$ cat src/rtl/pong_pkg.sv
// Purpose: shared types and constants for the pong match controller.
// Latency: n/a (types, constants and one pure function).
// Backpressure: n/a.
package pong_pkg;

    typedef enum logic [2:0] {
        ST_IDLE  = 3'd0,
        ST_SERVE = 3'd1,
        ST_PLAY  = 3'd2,
        ST_POINT = 3'd3,
        ST_OVER  = 3'd4
    } match_state_t;

    // Encoding of the winner output.
    localparam logic [1:0] WINNER_NONE = 2'b00;
    localparam logic [1:0] WINNER_P1   = 2'b01;
    localparam logic [1:0] WINNER_P2   = 2'b10;

    // Saturating score increment: a score already at the limit never wraps.
    function automatic logic [3:0] sat_inc(input logic [3:0] score, input logic [3:0] limit);
        return (score >= limit) ? limit : score + 4'd1;
    endfunction

endpackage

$ cat src/rtl/match_timer.sv
// Purpose: loadable down-counter with decrement enable and a zero flag.
// Latency: a load or decrement shows up on zero_o one clk later.
// Backpressure: none; a load takes priority over a decrement, and the count stops at 0.
// Ports: clk, rst_n (async active-low), load_i/load_val_i, dec_i, zero_o.
module match_timer #(
    parameter int WIDTH = 16
) (
    input  logic             clk,
    input  logic             rst_n,
    input  logic             load_i,
    input  logic [WIDTH-1:0] load_val_i,
    input  logic             dec_i,
    output logic             zero_o
);

    logic [WIDTH-1:0] count_q;

    always_ff @(posedge clk or negedge rst_n) begin
        if (!rst_n) begin
            count_q <= '0;
        end else if (load_i) begin
            count_q <= load_val_i;
        end else if (dec_i && (count_q != '0)) begin
            count_q <= count_q - 1'b1;
        end
    end

    assign zero_o = (count_q == '0);

endmodule

$ cat src/rtl/match_ctrl.sv
// Purpose: pong match sequencer (idle, serve delay, play, point flash, game over) with scoring.
// Latency: every output changes one clk after the qualifying tick or start edge.
// Backpressure: none; inputs are sampled every clk (start) or on tick (ball edges, timer).
// Ports: clk, reset (async active-low), tick, start, out_left, out_right ->
//        ball_en, serve_left, score_p1, score_p2, flash, winner.
module match_ctrl
    import pong_pkg::*;
#(
    parameter int WIN_SCORE   = 9,
    parameter int SERVE_TICKS = 1000,
    parameter int POINT_TICKS = 500,
    parameter int TIMERWIDTH  = 16
) (
    input  logic       clk,
    input  logic       reset,
    input  logic       tick,
    input  logic       start,
    input  logic       out_left,
    input  logic       out_right,
    output logic       ball_en,
    output logic       serve_left,
    output logic [3:0] score_p1,
    output logic [3:0] score_p2,
    output logic       flash,
    output logic [1:0] winner
);

    localparam logic [3:0]            WIN_LIM    = 4'(WIN_SCORE);
    localparam logic [TIMERWIDTH-1:0] SERVE_LOAD = TIMERWIDTH'(SERVE_TICKS - 1);
    localparam logic [TIMERWIDTH-1:0] POINT_LOAD = TIMERWIDTH'(POINT_TICKS - 1);

    match_state_t    state_q;
    logic            start_prev_q;
    logic            ball_en_q;
    logic            serve_left_q;
    logic [3:0]      score_p1_q;
    logic [3:0]      score_p2_q;
    logic            flash_q;
    logic [1:0]      winner_q;

    logic                  start_rise;
    logic                  game_over;
    logic                  timer_zero;
    logic                  timer_load;
    logic                  timer_dec;
    logic [TIMERWIDTH-1:0] timer_val;

    assign start_rise = start && !start_prev_q;
    assign game_over  = (score_p1_q == WIN_LIM) || (score_p2_q == WIN_LIM);

    // Timer control mirrors the transitions below: every entry into SERVE or
    // POINT reloads the timer; SERVE/POINT count down on tick until zero.
    always_comb begin
        timer_load = 1'b0;
        timer_dec  = 1'b0;
        timer_val  = SERVE_LOAD;
        case (state_q)
            ST_IDLE, ST_OVER: begin
                timer_load = start_rise;
            end
            ST_SERVE: begin
                timer_dec = tick && !timer_zero;
            end
            ST_PLAY: begin
                if (tick && (out_left || out_right)) begin
                    timer_load = 1'b1;
                    timer_val  = (out_left && out_right) ? SERVE_LOAD : POINT_LOAD;
                end
            end
            ST_POINT: begin
                timer_dec  = tick && !timer_zero;
                timer_load = tick && timer_zero && !game_over;
            end
            default: begin
                timer_load = 1'b0;
            end
        endcase
    end

    match_timer #(
        .WIDTH (TIMERWIDTH)
    ) u_timer (
        .clk        (clk),
        .rst_n      (reset),
        .load_i     (timer_load),
        .load_val_i (timer_val),
        .dec_i      (timer_dec),
        .zero_o     (timer_zero)
    );

    always_ff @(posedge clk or negedge reset) begin
        if (!reset) begin
            state_q      <= ST_IDLE;
            // Held at 1 so a start button already pressed at reset release is not an edge.
            start_prev_q <= 1'b1;
            ball_en_q    <= 1'b0;
            serve_left_q <= 1'b0;
            score_p1_q   <= 4'd0;
            score_p2_q   <= 4'd0;
            flash_q      <= 1'b0;
            winner_q     <= WINNER_NONE;
        end else begin
            start_prev_q <= start;
            case (state_q)
                ST_IDLE, ST_OVER: begin
                    if (start_rise) begin
                        score_p1_q <= 4'd0;
                        score_p2_q <= 4'd0;
                        winner_q   <= WINNER_NONE;
                        state_q    <= ST_SERVE;
                    end
                end
                ST_SERVE: begin
                    if (tick && timer_zero) begin
                        ball_en_q <= 1'b1;
                        state_q   <= ST_PLAY;
                    end
                end
                ST_PLAY: begin
                    if (tick) begin
                        if (out_left && out_right) begin
                            // Ambiguous exit: replay the serve without scoring.
                            ball_en_q <= 1'b0;
                            state_q   <= ST_SERVE;
                        end else if (out_left) begin
                            score_p2_q   <= sat_inc(score_p2_q, WIN_LIM);
                            serve_left_q <= 1'b1;
                            ball_en_q    <= 1'b0;
                            flash_q      <= 1'b1;
                            state_q      <= ST_POINT;
                        end else if (out_right) begin
                            score_p1_q   <= sat_inc(score_p1_q, WIN_LIM);
                            serve_left_q <= 1'b0;
                            ball_en_q    <= 1'b0;
                            flash_q      <= 1'b1;
                            state_q      <= ST_POINT;
                        end
                    end
                end
                ST_POINT: begin
                    if (tick && timer_zero) begin
                        flash_q <= 1'b0;
                        if (game_over) begin
                            winner_q <= (score_p1_q == WIN_LIM) ? WINNER_P1 : WINNER_P2;
                            state_q  <= ST_OVER;
                        end else begin
                            state_q  <= ST_SERVE;
                        end
                    end
                end
                default: begin
                    state_q <= ST_IDLE;
                end
            endcase
        end
    end

    assign ball_en    = ball_en_q;
    assign serve_left = serve_left_q;
    assign score_p1   = score_p1_q;
    assign score_p2   = score_p2_q;
    assign flash      = flash_q;
    assign winner     = winner_q;

endmodule

$ cat config.mk
export PLATFORM = sky130hd
export DESIGN_NAME = match_ctrl
export DESIGN_NICKNAME = d
export VERILOG_FILES = /design/src/rtl/pong_pkg.sv /design/src/rtl/match_timer.sv /design/src/rtl/match_ctrl.sv
export SDC_FILE = /design/constraint.sdc
export NUM_CORES = 1
export LEC_CHECK = 0
export CAP_MARGIN = 5
export CORE_ASPECT_RATIO = 1.5
export CORE_MARGIN = 2
export CORE_UTILIZATION = 35
export CTS_BUF_LIST = sky130_fd_sc_hd__clkbuf_16
export DETAILED_ROUTE_END_ITERATION = 6
export SLEW_MARGIN = 10
export SYNTH_ARGS = -nofsm -noshare
export SYNTH_HDL_FRONTEND = slang
export SYNTH_SLANG_ARGS = --single-unit
$ cat constraint.sdc
create_clock -name clk -period 2.7 [get_ports clk]
set_clock_uncertainty 0.15 [all_clocks]
set_input_delay 0.81 -clock clk [delete_from_list [all_inputs] [get_ports clk]]
set_output_delay 0.81 -clock clk [all_outputs]
set_load 0.005 [all_outputs]
==> reports/summary.md, run 1 <==
Drt
* **total via count after detailed routing** 1815
* **number of detailed-routing iterations run before antenna repair** 4
* **starting DRC count in detailed routing** 91
* **number of remaining DRC errors** 0
* **average detailed-routed wire length per instance** 14.6 µm
* **antenna violation net count after detailed routing** 0
* **total length of routed wires** 5.01 mm
* **DR vias/cell** 5.28

Placement
* **placed wire-length estimate after detailed placement** 3.70 mm
* **Final GP Congestion** 0.800
* **count of input and output buffers** 18
* **count of placed standard cells including taps** 336
* **pre-CTS setup slack** -192 ps

Global route
* **total global routing overflow** 0
* **GRT Total Usage** 0.174
* **via count of the first global-routing pass** 1850
* **largest net degree at the start of global routing** 34
* **number of antenna violations at the first check in global routing** 0
* **first-pass GRT wire length** 8.71 mm

Clock network
* **clock root buffer master** sky130_fd_sc_hd__clkbuf_16
* **# hold bufs at CTS** 0
* **clock sink total** 33
* **post_cts resized** 0
* **Clock Pin Slew Worst Setup and Hold Paths** 60 ps
* **TritonCTS clock tree** yes
* **total setup buffers inserted after CTS** 0
* **CTS H-tree depth** 2
* **TritonCTS buffer count** 5
* **worst-skew pair later-pin latency** 280 ps
* **buffer depth of the longest clock path** 2

STA
* **Final setup violation count** 0
* **final setup slack of the worst path** 144 ps
* **fraction of the cycle the final worst path needs** 0.947
* **normalized max-slew margin** 0.663
* **highest achievable clock rate** 391 MHz
* **actual transition at the worst max-transition pin** 499 ps
* **clock period minus final worst setup slack** 2560 ps
* **total count of hold-check failures in the final report** 0
* **unrepaired setup endpoints after global routing** false
* **worst hold margin** 344 ps
* **fin. max-slew vios** 0

Layout
* **final standard cell count with taps included and fillers excluded** 344
* **Synth-to-Final Area Change** 29.7%
* **n_diodes** 0
* **final core utilization** 0.462
* **layout cells sized above 1** 0.191
* **fin nets** 287

Setup path
* **type of origin of the critical path** flop
* **worst-path cell with the longest stage delay** sky130_fd_sc_hd__or4b_4
* **Worst EP arrival** 2580 ps
* **max incr delay on CP** 570 ps
* **Worst R2R Start** u_timer.count_q[0]
* **Data required, critical path** 2720 ps
* **endpoint type of the worst setup path** flop
* **startpoint-to-endpoint class of the critical path** reg -> reg
* **Critical Path Start** u_timer.count_q[0]
* **Worst R2R Path Depth** 7
* **list of cells traversed by the critical path** inv_1, ha_1, nor4b_1, or4b_4, nand2_8, mux2_1, o211a_1
* **FF-to-FF setup slack** 140 ps
* **Critical Path Sink** u_timer.count_q[9]
* **Reg-to-Reg End** u_timer.count_q[9]
* **crit path max fanout** 6

Die
* **total core area** 0.00570 mm²
* **# IOs** 19
* **die boundary width** 66.2 µm
* **Die Footprint** 0.00644 mm²
* **die height** 97.3 µm
* **standard-cell row count** 34
* **starting density of the core** 0.356

Synth
* **Seq cells post-synth** 33
* **Mapped Nets** 240
* **fraction of the mapped netlist area in compound gates** 0.134
* **count of synthesis-stage warnings from yosys** 0
* **adder-cell share of the synthesized area** 0.0616
* **cell area after synthesis** 0.00203 mm²
* **mean post-synth cell area** 9.07 µm²
* **number of enable-type register cells in the synthesized netlist** 0
* **simple-gate area share of the yosys netlist** 0.294
* **synthesized netlist cell count** 224
* **multiplexer share of the synthesized area** 0.0154
* **async set-or-reset flop fraction in the synthesized netlist** 1.00
* **post-synthesis xor/xnor area fraction** 0.0431
* **combinational family with the most area after synthesis** simple AND/OR/NAND/NOR gates
* **unique cell type count in the Yosys netlist** 45
* **Seq/Total Area, Yosys** 0.407
* **Main synth FF type** sky130_fd_sc_hd__dfrtp_1

Status
* **status** finished, final reports clean

Power
* **leakage power** 1.14 nW
* **power density relative to cell area** 773 mW/mm²
* **peak supply drop** 367 µV

Hold path
* **Hold Crit Class** reg -> reg

Job
* **Maximum Capacitance Violations** 0

## cell usage in the layout (no fill, tap or decap), types with 5 or more instances in the layout
cell type	n
sky130_fd_sc_hd__a21oi_1	7
sky130_fd_sc_hd__buf_4	30
sky130_fd_sc_hd__clkbuf_16	5
sky130_fd_sc_hd__clkdlybuf4s50_1	18
sky130_fd_sc_hd__dfrtp_1	32
sky130_fd_sc_hd__ha_1	10
sky130_fd_sc_hd__inv_1	14
sky130_fd_sc_hd__nand2_1	22
sky130_fd_sc_hd__nand3_1	10
sky130_fd_sc_hd__nand4_1	5
sky130_fd_sc_hd__nor2_1	18
sky130_fd_sc_hd__nor3_1	8
sky130_fd_sc_hd__nor4_1	6
sky130_fd_sc_hd__o21ai_0	14
sky130_fd_sc_hd__or4_1	6
sky130_fd_sc_hd__xor2_1	9
## worst min-delay path by stage
stage | start | end | slack (ps) | depth (start not counted)
after floorplan | u_timer.count_q[5] | u_timer.count_q[5] | 310 | 1
after global placement | serve_left | serve_left | 320 | 2
after detailed placement | winner[0] | winner[0] | 330 | 1
after CTS | winner[0] | winner[0] | 350 | 1
after global routing | winner[1] | winner[1] | 390 | 1
final | serve_left | serve_left | 340 | 2
## metal layers
metal	global-route usage	vias to the layer above	wire [µm]
li1	-	898	-
met1	0.204	875	2060
met2	0.291	31	2660
met3	0.0324	11	124
met4	0.0926	0	168
met5	0	-	0
## power breakdown
part	switching [mW]	total [mW]	internal [mW]	leakage (nW)
combinational	0.348	0.704	0.355	0.652
sequential	0.146	0.771	0.625	0.415
clock	0.225	0.563	0.338	0.0696
## Yosys cell counts (all sizes together), types with 2 or more instances
cell type | instances | area (µm²)
or3 | 3 | 18.8
mux2i | 2 | 20.0
clkbuf | 6 | 22.5
dfrtp | 32 | 801
inv | 14 | 52.6
nor2b | 3 | 18.8
and2 | 2 | 12.5
buf | 2 | 16.3
a21oi | 7 | 35.0
nor4b | 3 | 26.3
o21ai | 14 | 70.1
a21o | 2 | 15.0
nor2 | 18 | 67.6
or3b | 3 | 26.3
ha | 10 | 125
o21a | 4 | 30.0
nand3 | 10 | 50.1
or4 | 6 | 45.0
or4b | 2 | 23.8
nor4 | 6 | 37.5
nand2 | 23 | 103
nor3 | 8 | 40.0
a31oi | 2 | 12.5
o31ai | 2 | 15.0
a211o | 3 | 26.3
nand4 | 5 | 31.3
xor2 | 9 | 78.8
or2 | 3 | 18.8
o2bb2ai | 3 | 26.3
nor3b | 5 | 37.5
## per-stage QoR
step                      total power [mW]  TNS (ps)  cell area (µm²)
after detailed placement              1.48     -1780             2490
after global routing                  2.18         0             2640
final                                 2.04         0             2640
after floorplan                       1.16         0             2030
after CTS                             2.06         0             2630
after global placement                1.47     -1210             2490
## cells by family after synthesis
family          after synthesis
buf+inv                      22
mux                           3
simple gates                104
fa+ha+maj                    10
compound gates               42
flops                        33
xor+xnor                     10
## critical path, delay by kind of cell (launching register included)
| kind | cells | cell delay (ps) |
|---|---|---|
| AND/OR/NAND/NOR | 3 | 1110 |
| multiplexers | 1 | 320 |
| buffers and inverters | 1 | 110 |
| adder cells (fa/ha/maj) | 1 | 180 |
| AO/OA/AOI/OAI | 1 | 200 |
| flip-flops | 1 | 370 |
## state kept, by name, indices dropped and copies added, names as in the netlist
name / flops
start_prev_q: 1
score_p2: 4
winner: 2
flash: 1
serve_left: 1
score_p1: 4
state_q: 3
ball_en: 1
u_timer.count_q: 16
## layout make-up
type,instances,area [µm²]
fillers,589,3060
well taps,72,90.1
clock buffers,5,125
multi-input cells,169,1120
repair buffers,48,405
inverters,14,52.6
flip-flops and latches,33,827
clock inverters,3,17.5
No activity file was read; power rests on OpenSTA's default activity.
==> inputs of run 2 (changes only) <==
--- a/config.mk
+++ b/config.mk
@@ -9,7 +9,6 @@
 export CORE_ASPECT_RATIO = 1.5
 export CORE_MARGIN = 2
 export CORE_UTILIZATION = 35
-export CTS_BUF_LIST = sky130_fd_sc_hd__clkbuf_16
 export DETAILED_ROUTE_END_ITERATION = 6
 export SLEW_MARGIN = 10
 export SYNTH_ARGS = -nofsm -noshare
==> reports/summary.md, run 2 (synthesis gave the netlist of run 1 again) <==
Setup path
* **type of origin of the critical path** flop
* **list of cells traversed by the critical path** inv_1, ha_1, nor4b_1, or4b_4, nand2_8, mux2_1, o211a_1
* **depth of the critical timing path with buffers and inverters included** 7
* **worst-path cell with the longest stage delay** sky130_fd_sc_hd__or4b_4
* **max incr delay on CP** 570 ps
* **combined buffer and inverter count along the critical path** 1
* **Worst R2R Path Depth** 7
* **Data required, critical path** 2740 ps
* **crit-path leading delay family** simple AND/OR/NAND/NOR gates
* **Worst EP arrival** 2600 ps
* **crit path max fanout** 6
* **endpoint type of the worst setup path** flop
* **startpoint-to-endpoint class of the critical path** reg -> reg

Global route
* **first-pass GRT wire length** 8.66 mm
* **number of antenna violations at the first check in global routing** 0
* **total global routing overflow** 0
* **via count of the first global-routing pass** 1822
* **GRT Total Usage** 0.171
* **largest net degree at the start of global routing** 34

STA
* **fraction of the cycle the final worst path needs** 0.948
* **Final setup violation count** 0
* **final setup slack of the worst path** 140 ps
* **actual transition at the worst max-transition pin** 509 ps
* **total count of hold-check failures in the final report** 0
* **normalized max-slew margin** 0.656
* **worst hold margin** 347 ps
* **clock period minus final worst setup slack** 2560 ps
* **highest achievable clock rate** 391 MHz
* **unrepaired setup endpoints after global routing** false
* **fin. max-slew vios** 0

Die
* **total core area** 0.00570 mm²
* **# IOs** 19
* **standard-cell row count** 34
* **Die Footprint** 0.00644 mm²
* **die height** 97.3 µm
* **starting density of the core** 0.356
* **die boundary width** 66.2 µm

Layout
* **n_diodes** 0
* **Reg with most FFs** u_timer.count_q
* **Synth-to-Final Area Change** 27.0%
* **Largest register FFs** 16
* **most common library cell in the layout ignoring fill and taps** sky130_fd_sc_hd__dfrtp_1
* **number of inserted filler cells in the final layout** 598
* **flip-flop and latch area** 827 µm²
* **final core utilization** 0.453
* **multi-input logic area** 0.00112 mm²
* **most frequent cells in the layout** 32 x sky130_fd_sc_hd__dfrtp_1, 30 x sky130_fd_sc_hd__buf_4, 22 x sky130_fd_sc_hd__nand2_1, 18 x sky130_fd_sc_hd__nor2_1, 18 x sky130_fd_sc_hd__clkdlybuf4s50_1
* **fin nets** 287
* **layout cells sized above 1** 0.191

Clock network
* **CTS H-tree depth** 2
* **# hold bufs at CTS** 0
* **buffer depth of the longest clock path** 2
* **total setup buffers inserted after CTS** 0
* **post_cts resized** 0
* **clock root buffer master** sky130_fd_sc_hd__clkbuf_8
* **clock sink total** 33
* **worst-skew pair later-pin latency** 290 ps
* **TritonCTS buffer count** 5
* **Clock Pin Slew Worst Setup and Hold Paths** 80 ps
* **TritonCTS clock tree** yes

Power
* **share of total power in sequential cells** 0.416
* **proportion of total power due to net switching** 0.374
* **peak supply drop** 336 µV
* **leakage power** 1.11 nW
* **Power Internal** 1.16 mW
* **portion of total power attributed to the clock network** 0.205
* **power spent charging and discharging nets** 0.692 mW
* **power density relative to cell area** 717 mW/mm²
* **combinational fraction of design power** 0.379

Job
* **Maximum Capacitance Violations** 0

Drt
* **total length of routed wires** 4.94 mm
* **total via count after detailed routing** 1832
* **number of remaining DRC errors** 0
* **antenna violation net count after detailed routing** 0
* **number of detailed-routing iterations run before antenna repair** 4
* **DR vias/cell** 5.33
* **average detailed-routed wire length per instance** 14.4 µm
* **starting DRC count in detailed routing** 98

Placement
* **pre-CTS setup slack** -192 ps
* **Final GP Congestion** 0.800
* **count of input and output buffers** 18
* **placed wire-length estimate after detailed placement** 3.70 mm

Hold path
* **Worst Hold Path Cells** 2
* **Hold Crit Class** reg -> reg

Status
* **status** finished, final reports clean

-- run 2: cell types whose count changed in the layout (fill, tap and decap cells not counted) --
cell / delta
sky130_fd_sc_hd__clkbuf_8: +5
sky130_fd_sc_hd__clkbuf_16: -5
-- run 2: final cells by class --
type                    count  area share
repair buffers             48       0.157
clock buffers               5      0.0267
inverters                  14      0.0204
well taps                  72      0.0349
flip-flops and latches     33       0.321
multi-input cells         169       0.434
clock inverters             3     0.00679
-- run 2: worst paths after layout --
path	start	endpoint	slack [ps]
min in group asynchronous	reset	u_timer.count_q[12]	780
worst min register to register	serve_left	serve_left	350
worst max-delay path	u_timer.count_q[0]	u_timer.count_q[9]	140
max in group asynchronous	reset	start_prev_q	1280
worst min-delay path	serve_left	serve_left	350
worst max register to register	u_timer.count_q[0]	u_timer.count_q[9]	140
-- run 2: layer usage --
layer | track usage | wire length, µm
met1 | 0.206 | 2000
met2 | 0.286 | 2610
met3 | 0.0290 | 162
met4 | 0.0863 | 172
met5 | 0 | 0
-- run 2: metrics by stage --
step | cell area [µm²] | power (mW) | std cells | TNS (ps)
5_1_grt | 2580 | 2.00 | 344 | 0
4_1_cts | 2570 | 1.87 | 344 | 0
3_5_place_dp | 2490 | 1.48 | 336 | -1780
3_3_place_gp | 2490 | 1.47 | 336 | -1210
2_1_floorplan | 2030 | 1.16 | 224 | 0
6_report | 2580 | 1.85 | 344 | 0
-- run 2: tightest hold or removal path, stage by stage (launching register included) --
cell,delay (ps)
sky130_fd_sc_hd__dfrtp_1,350
sky130_fd_sc_hd__nand2_1,50
sky130_fd_sc_hd__o21ai_0,70
-- run 2: power groups by stage --
stage	Clock [mW]	Sequential, mW	Combinational (mW)
after CTS	0.395	0.769	0.711
after floorplan	0	0.758	0.404
after detailed placement	0	0.779	0.704
after global placement	0	0.774	0.698
final	0.379	0.769	0.701
after global routing	0.418	0.790	0.791
